$ cat src/rtl/uart_rx_fifo.sv
// Receive FIFO behind the UART receiver: stores {err, frame}, FWFT read port, level/almost-full/overflow tracking.
// Optional macro UART_RX_FIFO_ERR_DROP_EN: discard frames flagged with frame_error instead of storing them.
module uart_rx_fifo #(
  parameter int unsigned DATA_WD  = 8,
  parameter int unsigned DEPTH    = 16,
  parameter int unsigned AF_LEVEL = 12
) (
  input  logic                       clk,
  input  logic                       rst_n,
  input  logic [DATA_WD-1:0]         rx_frame,
  input  logic                       rx_done,
  input  logic                       frame_error,
  output logic                       rd_valid,
  input  logic                       rd_ready,
  output logic [DATA_WD-1:0]         rd_data,
  output logic                       rd_err,
  output logic [$clog2(DEPTH+1)-1:0] level,
  output logic                       almost_full,
  output logic                       overflow,
  input  logic                       ovf_clr,
  output logic [7:0]                 drop_cnt
);

  localparam int unsigned AW = $clog2(DEPTH);
  localparam int unsigned PW = AW + 1;
  localparam int unsigned LW = $clog2(DEPTH + 1);
`ifdef UART_RX_FIFO_ERR_DROP_EN
  localparam int unsigned MW = DATA_WD;
`else
  localparam int unsigned MW = DATA_WD + 1;
`endif

  logic [MW-1:0] r_mem [DEPTH];
  logic [PW-1:0] r_wr_ptr;
  logic [PW-1:0] r_rd_ptr;
  logic [LW-1:0] r_level;
  logic          r_almost_full;
  logic          r_overflow;
  logic [7:0]    r_drop_cnt;

  logic          w_empty;
  logic          w_full;
  logic          w_accept;
  logic          w_pop;
  logic          w_push;
  logic          w_drop;
  logic [MW-1:0] w_wr_word;
  logic [MW-1:0] w_head;
  logic [LW-1:0] w_level_nxt;

  assign w_empty = (r_wr_ptr == r_rd_ptr);
  assign w_full  = (r_wr_ptr[AW] != r_rd_ptr[AW]) &&
                   (r_wr_ptr[AW-1:0] == r_rd_ptr[AW-1:0]);

`ifdef UART_RX_FIFO_ERR_DROP_EN
  assign w_accept  = rx_done && !frame_error;
  assign w_wr_word = rx_frame;
`else
  assign w_accept  = rx_done;
  assign w_wr_word = {frame_error, rx_frame};
`endif

  // A pop in the same cycle frees the slot, so a full FIFO can still accept
  assign w_pop  = !w_empty && rd_ready;
  assign w_push = w_accept && (!w_full || w_pop);
  assign w_drop = w_accept && w_full && !w_pop;

  always_comb begin
    w_level_nxt = r_level;
    case ({w_push, w_pop})
      2'b10:   w_level_nxt = r_level + LW'(1);
      2'b01:   w_level_nxt = r_level - LW'(1);
      default: w_level_nxt = r_level;
    endcase
  end

  // Storage array is not reset; the read port is gated while empty
  always_ff @(posedge clk) begin
    if (w_push) r_mem[r_wr_ptr[AW-1:0]] <= w_wr_word;
  end

  always_ff @(posedge clk or negedge rst_n) begin
    if (!rst_n) begin
      r_wr_ptr      <= '0;
      r_rd_ptr      <= '0;
      r_level       <= '0;
      r_almost_full <= 1'b0;
    end else begin
      if (w_push) r_wr_ptr <= r_wr_ptr + PW'(1);
      if (w_pop)  r_rd_ptr <= r_rd_ptr + PW'(1);
      r_level       <= w_level_nxt;
      r_almost_full <= (w_level_nxt >= LW'(AF_LEVEL));
    end
  end

  // A drop in the same cycle as ovf_clr wins and restarts the count at 1
  always_ff @(posedge clk or negedge rst_n) begin
    if (!rst_n) begin
      r_overflow <= 1'b0;
      r_drop_cnt <= 8'h00;
    end else if (w_drop) begin
      r_overflow <= 1'b1;
      if (ovf_clr)                 r_drop_cnt <= 8'h01;
      else if (r_drop_cnt != 8'hFF) r_drop_cnt <= r_drop_cnt + 8'h01;
    end else if (ovf_clr) begin
      r_overflow <= 1'b0;
      r_drop_cnt <= 8'h00;
    end
  end

  assign w_head   = r_mem[r_rd_ptr[AW-1:0]];
  assign rd_valid = !w_empty;
  assign rd_data  = w_empty ? '0 : w_head[DATA_WD-1:0];
`ifdef UART_RX_FIFO_ERR_DROP_EN
  assign rd_err   = 1'b0;
`else
  assign rd_err   = w_empty ? 1'b0 : w_head[DATA_WD];
`endif

  assign level       = r_level;
  assign almost_full = r_almost_full;
  assign overflow    = r_overflow;
  assign drop_cnt    = r_drop_cnt;

endmodule

$ cat config.mk
export PLATFORM = sky130hd
export DESIGN_NAME = uart_rx_fifo
export DESIGN_NICKNAME = d
export VERILOG_FILES = /design/src/rtl/uart_rx_fifo.sv
export SDC_FILE = /design/constraint.sdc
export NUM_CORES = 1
export LEC_CHECK = 0
export ABC_CLOCK_PERIOD_IN_PS = 3450
export CAP_MARGIN = 40
export CORE_ASPECT_RATIO = 0.5
export CORE_UTILIZATION = 50
export DETAILED_ROUTE_END_ITERATION = 7
export PLACE_DENSITY = 0.69
export SYNTH_ARGS = -nofsm -noshare
export SYNTH_HDL_FRONTEND = slang
export SYNTH_SLANG_ARGS = --single-unit
$ cat constraint.sdc
create_clock -name clk -period 3.45 [get_ports clk]
set_clock_uncertainty 0.15 [all_clocks]
set_input_delay 0.69 -clock clk [delete_from_list [all_inputs] [get_ports clk]]
set_output_delay 0.69 -clock clk [all_outputs]
set_load 0.05 [all_outputs]
# --- After elaboration in Yosys (flattened, before gate mapping) ---
# Memory sizes are Yosys's and may differ from the RTL's.
# Cells that the tools add are included.
totals:
  regBits: 25
  ram_bits: 144
  out_inout_bits: 25
  word_cells: 42
  n_memories: 1
mem_list:
  columns: ["name", "depth", "word_bits", "rd", "rd_ports_with_merged_regs", "write_ports", "line_no", "text"]
  rows:
  - ["r_mem", 16, 9, 1, 0, 1, "33", "logic [MW-1:0] r_mem [DEPTH];"]
op_classes:
  addsub: 5
  magnitude_cmp: 1
  eq_ne: 6
  n_mux: 11
  n_reduce_logical: 12
ops:
  columns: ["operator", "n"]
  rows:
  - ["8-bit 2-to-1 mux", 5]
  - ["5-bit by 1-bit adder with 5-bit output (second input constant)", 3]
  - ["5-bit case mux with 2 select lines", 1]
  - ["8-bit by 1-bit adder with 8-bit output (second input constant)", 1]
  - ["8-bit inequality test (second input constant)", 1]
  - ["5-bit equality test", 1]
  - ["5-bit by 4-bit >= comparator with 1-bit output (second input constant)", 1]
  - ["1-bit logical AND", 5]
  - ["1-bit 2-to-1 mux", 5]
  - ["5-bit by 1-bit subtractor with 5-bit output (second input constant)", 1]
  - ["4-bit equality test", 1]
  - ["2-bit nonzero test", 2]
  - ["1-bit logical NOT", 3]
  - ["2-bit by 1-bit equality test with 1-bit output (second input constant)", 1]
  - ["2-bit equality test (second input constant)", 1]
  - ["2-bit AND reduction", 1]
  - ["1-bit logical OR", 1]
  - ["1-bit inequality test", 1]

# --- Longest topological paths before layout ---
# Gate-level depths: netlist (run 1).
depth:
  depth_word: 8
  depth_mapped: 14

# --- Worst setup path before layout (run 1) ---
# OpenSTA, ideal clock, no wires.
synth_path:
  path_type: "reg-to-reg"
  from: "reg r_wr_ptr[3]"
  to: "reg r_almost_full, in the netlist almost_full"
  setup_ps: 124
  t_arrival_ps: 3164
  setup_slack_ps: 12
  stages_incl_launch_ff: 15
  path_buffers: 2
  period_less_slack_ps: 3438
  path_cell_list: "dfrtp_1 -> buf_2 -> xnor2_2 -> nand4_4 -> o31a_1 -> buf_2 -> inv_2 -> ha_1 -> xor2_1 -> ha_1 -> a21oi_1 -> xnor2_1 -> mux2_2 -> a22o_1 -> a211o_1"
synth_between:
  elab_chain_len: 8
  elab_cells_between_ends: 12
  cone_classes: "1 x order compare; 4 x eq/ne; 1 x mux; 6 x reduce/logical"
synth_rtl:
  columns: ["element", "line_no", "text"]
  rows:
  - ["start, declared", "34", "logic [PW-1:0] r_wr_ptr;"]
  - ["start signal, assigned", "89", "if (w_push) r_wr_ptr <= r_wr_ptr + PW'(1);"]
  - ["5-bit equality test or 4-bit equality test (tied branches)", "51, 53", null]
  - ["1-bit logical NOT or 1-bit logical AND (tied branches)", "64, 52", null]
  - ["1-bit logical AND or 1-bit logical NOT (tied branches)", "64, 65", null]
  - ["1-bit logical OR", "65", "assign w_push = w_accept && (!w_full || w_pop);"]
  - ["1-bit logical AND", "65", null]
  - ["2-bit by 1-bit equality test with 1-bit output or 2-bit equality test (tied branches)", "70", "case ({w_push, w_pop})"]
  - ["5-bit case mux with 2 select lines *", "70", null]
  - ["5-bit by 4-bit >= comparator with 1-bit output *", "92", "r_almost_full <= (w_level_nxt >= LW'(AF_LEVEL));"]
  - ["end signal, assigned", "92", null]
  - ["end, declared", "37", "logic r_almost_full;"]
# Mark *: on every way between the ends. The rest lies on a longest branch, timed or not.
# A chain may end at the register's enable or synchronous reset.

# --- Final worst setup path (run 1) ---
layout_path:
  from: "reg r_rd_ptr[0]"
  to: "out rd_data[3]"
layout_between:
  elab_chain_len: 2
  elab_cells_between_ends: 3
  cone_classes: "1 x eq/ne; 1 x mux; 1 x memory"
layout_rtl:
  columns: ["element", "line_no", "text"]
  rows:
  - ["start, declared", "35", "logic [PW-1:0] r_rd_ptr;"]
  - ["start signal, assigned", "90", "if (w_pop) r_rd_ptr <= r_rd_ptr + PW'(1);"]
  - ["memory read 16 x 9 bit or 5-bit equality test (tied branches)", null, null]
  - ["8-bit 2-to-1 mux *", "113", "assign rd_data = w_empty ? '0 : w_head[DATA_WD-1:0];"]
  - ["end, declared", "15", "output logic [DATA_WD-1:0] rd_data,"]
# Marked as above.

==> results of run 1 <==
-- cell families after synthesis --
kind of cell | count (synthesis)
buf+inv | 32
xor+xnor | 22
compound gates | 44
fa+ha+maj | 9
mux | 50
flops | 169
simple gates | 77
-- area by class of cell --
type	instances	share of cell area, %
sequential	169	58.1
multi-input combinational	202	24.1
timing repair buffer	69	7.39
clock buffer	18	5.04
tap	192	2.82
clock inverter	14	2.09
inverter	11	0.485
-- how the worst min path moves through the flow --
stage	start	end	slack, ns	cells past startpoint
4_1_cts	level[4]	level[4]	0.35	1
5_1_grt	level[4]	level[4]	0.37	1
3_3_place_gp	level[4]	level[4]	0.34	1
6_report	level[4]	level[4]	0.34	1
3_5_place_dp	level[4]	level[4]	0.34	1
2_1_floorplan	rst_n	almost_full	0.24	0
-- per-layer routing --
layer	GRT usage [%]	up-vias	wire, um
met5	0	-	0
met2	34.4	105	6720
li1	-	1735	-
met3	4.20	12	974
met4	5.16	0	136
met1	27.0	1913	5920
-- cells in the mapped netlist, types with 7 or more instances --
| master | n | area [um^2] |
|---|---|---|
| ha_1 | 9 | 113 |
| clkbuf_1 | 10 | 37.5 |
| mux4_2 | 36 | 811 |
| nor2_1 | 16 | 60.1 |
| inv_1 | 10 | 37.5 |
| mux2i_1 | 9 | 90.1 |
| dfrtp_1 | 25 | 626 |
| xnor2_1 | 13 | 114 |
| nor2b_1 | 11 | 68.8 |
| nand2_1 | 10 | 37.5 |
| a21oi_1 | 7 | 35.0 |
| xor2_1 | 8 | 70.1 |
| edfxtp_1 | 144 | 4320 |
| a211oi_1 | 18 | 135 |
-- worst register-to-register path, cell delays in order (launching register included) --
cell,delay (ns)
dfrtp_1,0.43
xnor2_1,0.26
nand4_4,0.20
nor2_1,0.19
nor2_1,0.08
ha_1,0.22
xor2_1,0.16
ha_1,0.20
a21oi_1,0.14
xnor2_1,0.17
mux2_2,0.36
a22o_1,0.19
a211o_1,0.28
-- stage by stage --
| stage | utilization, % | area, um^2 | setup TNS [ns] | total power [mW] | hold WS, ns |
|---|---|---|---|---|---|
| 2_1_floorplan | - | 7110 | 0 | 4.84 | 0.244 |
| 3_3_place_gp | 57.4 | 7870 | 0 | 5.69 | 0.342 |
| 3_5_place_dp | 57.4 | 7870 | 0 | 5.73 | 0.338 |
| 4_1_cts | 61.9 | 8480 | 0 | 7.68 | 0.347 |
| 5_1_grt | 62.2 | 8520 | -0.00257 | 8.01 | 0.368 |
| 6_report | 62.2 | 8520 | 0 | 7.66 | 0.341 |
-- report_power, final --
group          internal [mW]  leakage, nW  switching [mW]
registers               2.50         1.61           0.174
logic                   1.26         1.02            1.79
clock network           1.10        0.297           0.841
-- state kept, by name, indices dropped and copies added, names as in the netlist --
register and cells:
drop_cnt 8, r_rd_ptr 5, level 5, r_mem 144
overflow 1, almost_full 1, r_wr_ptr 5
==> impl_metrics.csv, run 1 <==
group,metric,value,unit
outcome,status,"finished, final reports clean",
floorplanning,die_area,14700,um^2
power,peakVddDrop,0.415,mV
logic_synthesis,synth_compound_area_share,4.33,%
logic_synthesis,synthMuxAreaShare,13.5,%
worst_setup_path,critPathTopFamily,"multiplexers",
layout,drive_above_1_share,25.9,%
detailed_routing,dr.first_iter.drc_count,280,
floorplanning,core_area,13700,um^2
worst_setup_path,crit_path_end,"rd_data[3]",
global_routing,first_global_vias,3822,
sta,min_period_over_period,97.0,%
detailed_routing,antenna_left,0,
clock_network,clk_latency,0.42,ns
clock_network,cts_buffers,17,
global_routing,gr-total-overflow,0,
logic_synthesis,async_reset_ff_share,14.8,%
sta,setup_viol,0,
placed_design,post-place-ws,0.0293,ns
sta,hold_viol,0,
layout,nNetsFinal,493,
logic_synthesis,synth-simple-area-share,6.20,%
detailed_routing,routed_wl,13800,um
logic_synthesis,synth_flop_cell,"edfxtp_1",
worst_setup_path,slowest_stage,"mux4_2",
worst_setup_path,max_stage_delay,0.53,ns
floorplanning,die_h,86.3,um
logic_synthesis,synthesis.nets,426,
layout,final_cells,675,
detailed_routing,vias,3765,
sta,fmax,299,MHz
worst_setup_path,path_class,"register to output pin",
layout,multi_input_area,2050,um^2
worst_setup_path,cp_num_cells,6,
logic_synthesis,synthCells,403,
detailed_routing,wl_per_cell,20.4,um
floorplanning,start_util,51.9,%
worst_setup_path,crit_arrival,2.51,ns
worst_setup_path,end_kind,"output pin",
placed_design,port-buffer-count,38,
worst_setup_path,critPathBufInv,2,
floorplanning,ios,39,
logic_synthesis,synth_xor_area_share,2.82,%
clock_network,cts_buffer_depth,2,
sta,fin_crit,3.35,ns
placed_design,dp_cells,642,
clock_network,cts_tree,"done",
sta,worstMarginPinSlew,0.583,ns
worst_setup_path,start_kind,"register",
worst_setup_path,r2r-end,"almost_full",
worst_setup_path,ff2ff_path_depth,12,
global_routing,antenna_found_initial,0,
clock_network,postCtsSetupBuffers,0,
clock_network,cts_sinks,169,
detailed_routing,vias_per_cell,5.58,
sta,setup_slack,0.102,ns
sta,max_slew_margin,61.0,%
layout,syn2layout_area_growth,19.8,%
placed_design,place_hpwl,8370,um
logic_synthesis,yosysWarnings,0,
power,p_per_area,899,nW/um^2
worst_setup_path,cp.required,2.61,ns
clock_network,cts-root-buf,"clkbuf_16",
flow_run,drv_cap,0,
layout,final_common_cell,"edfxtp_1",
global_routing,grt_pass1_wl,21500,um
layout,final_cell_mix,"edfxtp_1 (144), buf_4 (38), mux4_2 (36), clkdlybuf4s50_1 (28), dfrtp_1 (24)",
logic_synthesis,netlist_area,7110,um^2
detailed_routing,first_pass_iters,4,
detailed_routing,drc,0,
worst_setup_path,critPathLaunch,"r_rd_ptr[0]",
layout,regArea,4950,um^2
worst_setup_path,critPathMaxFanout,20,
logic_synthesis,avgSynthCellArea,17.6,um^2
clock_network,cts_hold_buf,0,
worst_setup_path,reg2reg_from,"r_wr_ptr[1]",
sta,report.final.slew_viol_count,0,
clock_network,path_clk_slew,0.06,ns
logic_synthesis,synth_edf_count,144,
worst_setup_path,crit_chain,"buf_16, mux4_2, nor2b_1, a211oi_1, a211oi_1, buf_4",
logic_synthesis,synth_adder_area_share,1.58,%
layout,antenna_cells,0,
global_routing,grt.total_usage,20.3,%
worst_setup_path,rrSetupSlack,0.29,ns
floorplanning,die_x,171,um
logic_synthesis,synth_top_family_by_area,"multiplexers",
power,p_leak,2.93,nW
worst_hold_path,hold_path_class,"register to register",
placed_design,globalplace.congestion,0.781,
layout,fill_cells,976,
logic_synthesis,synth_seq_cells,169,
logic_synthesis,yosysUniqueCellTypes,47,
worst_setup_path,crit_top_cell,"a211oi_1",
clock_network,post_cts_resized,0,
global_routing,grt_max_degree,40,
floorplanning,rows,30,
logic_synthesis,synth_seq_area_share,69.6,%
clock_network,h-tree-depth,4,
No activity file was read; power rests on OpenSTA's default activity.
==> inputs of run 2 (changes only) <==
--- a/config.mk
+++ b/config.mk
@@ -14,3 +14,4 @@
 export SYNTH_ARGS = -nofsm -noshare
 export SYNTH_HDL_FRONTEND = slang
 export SYNTH_SLANG_ARGS = --single-unit
+export TNS_END_PERCENT = 5
==> results of run 2 <==
Final layout, timing and power as in run 1 (identical DEF).
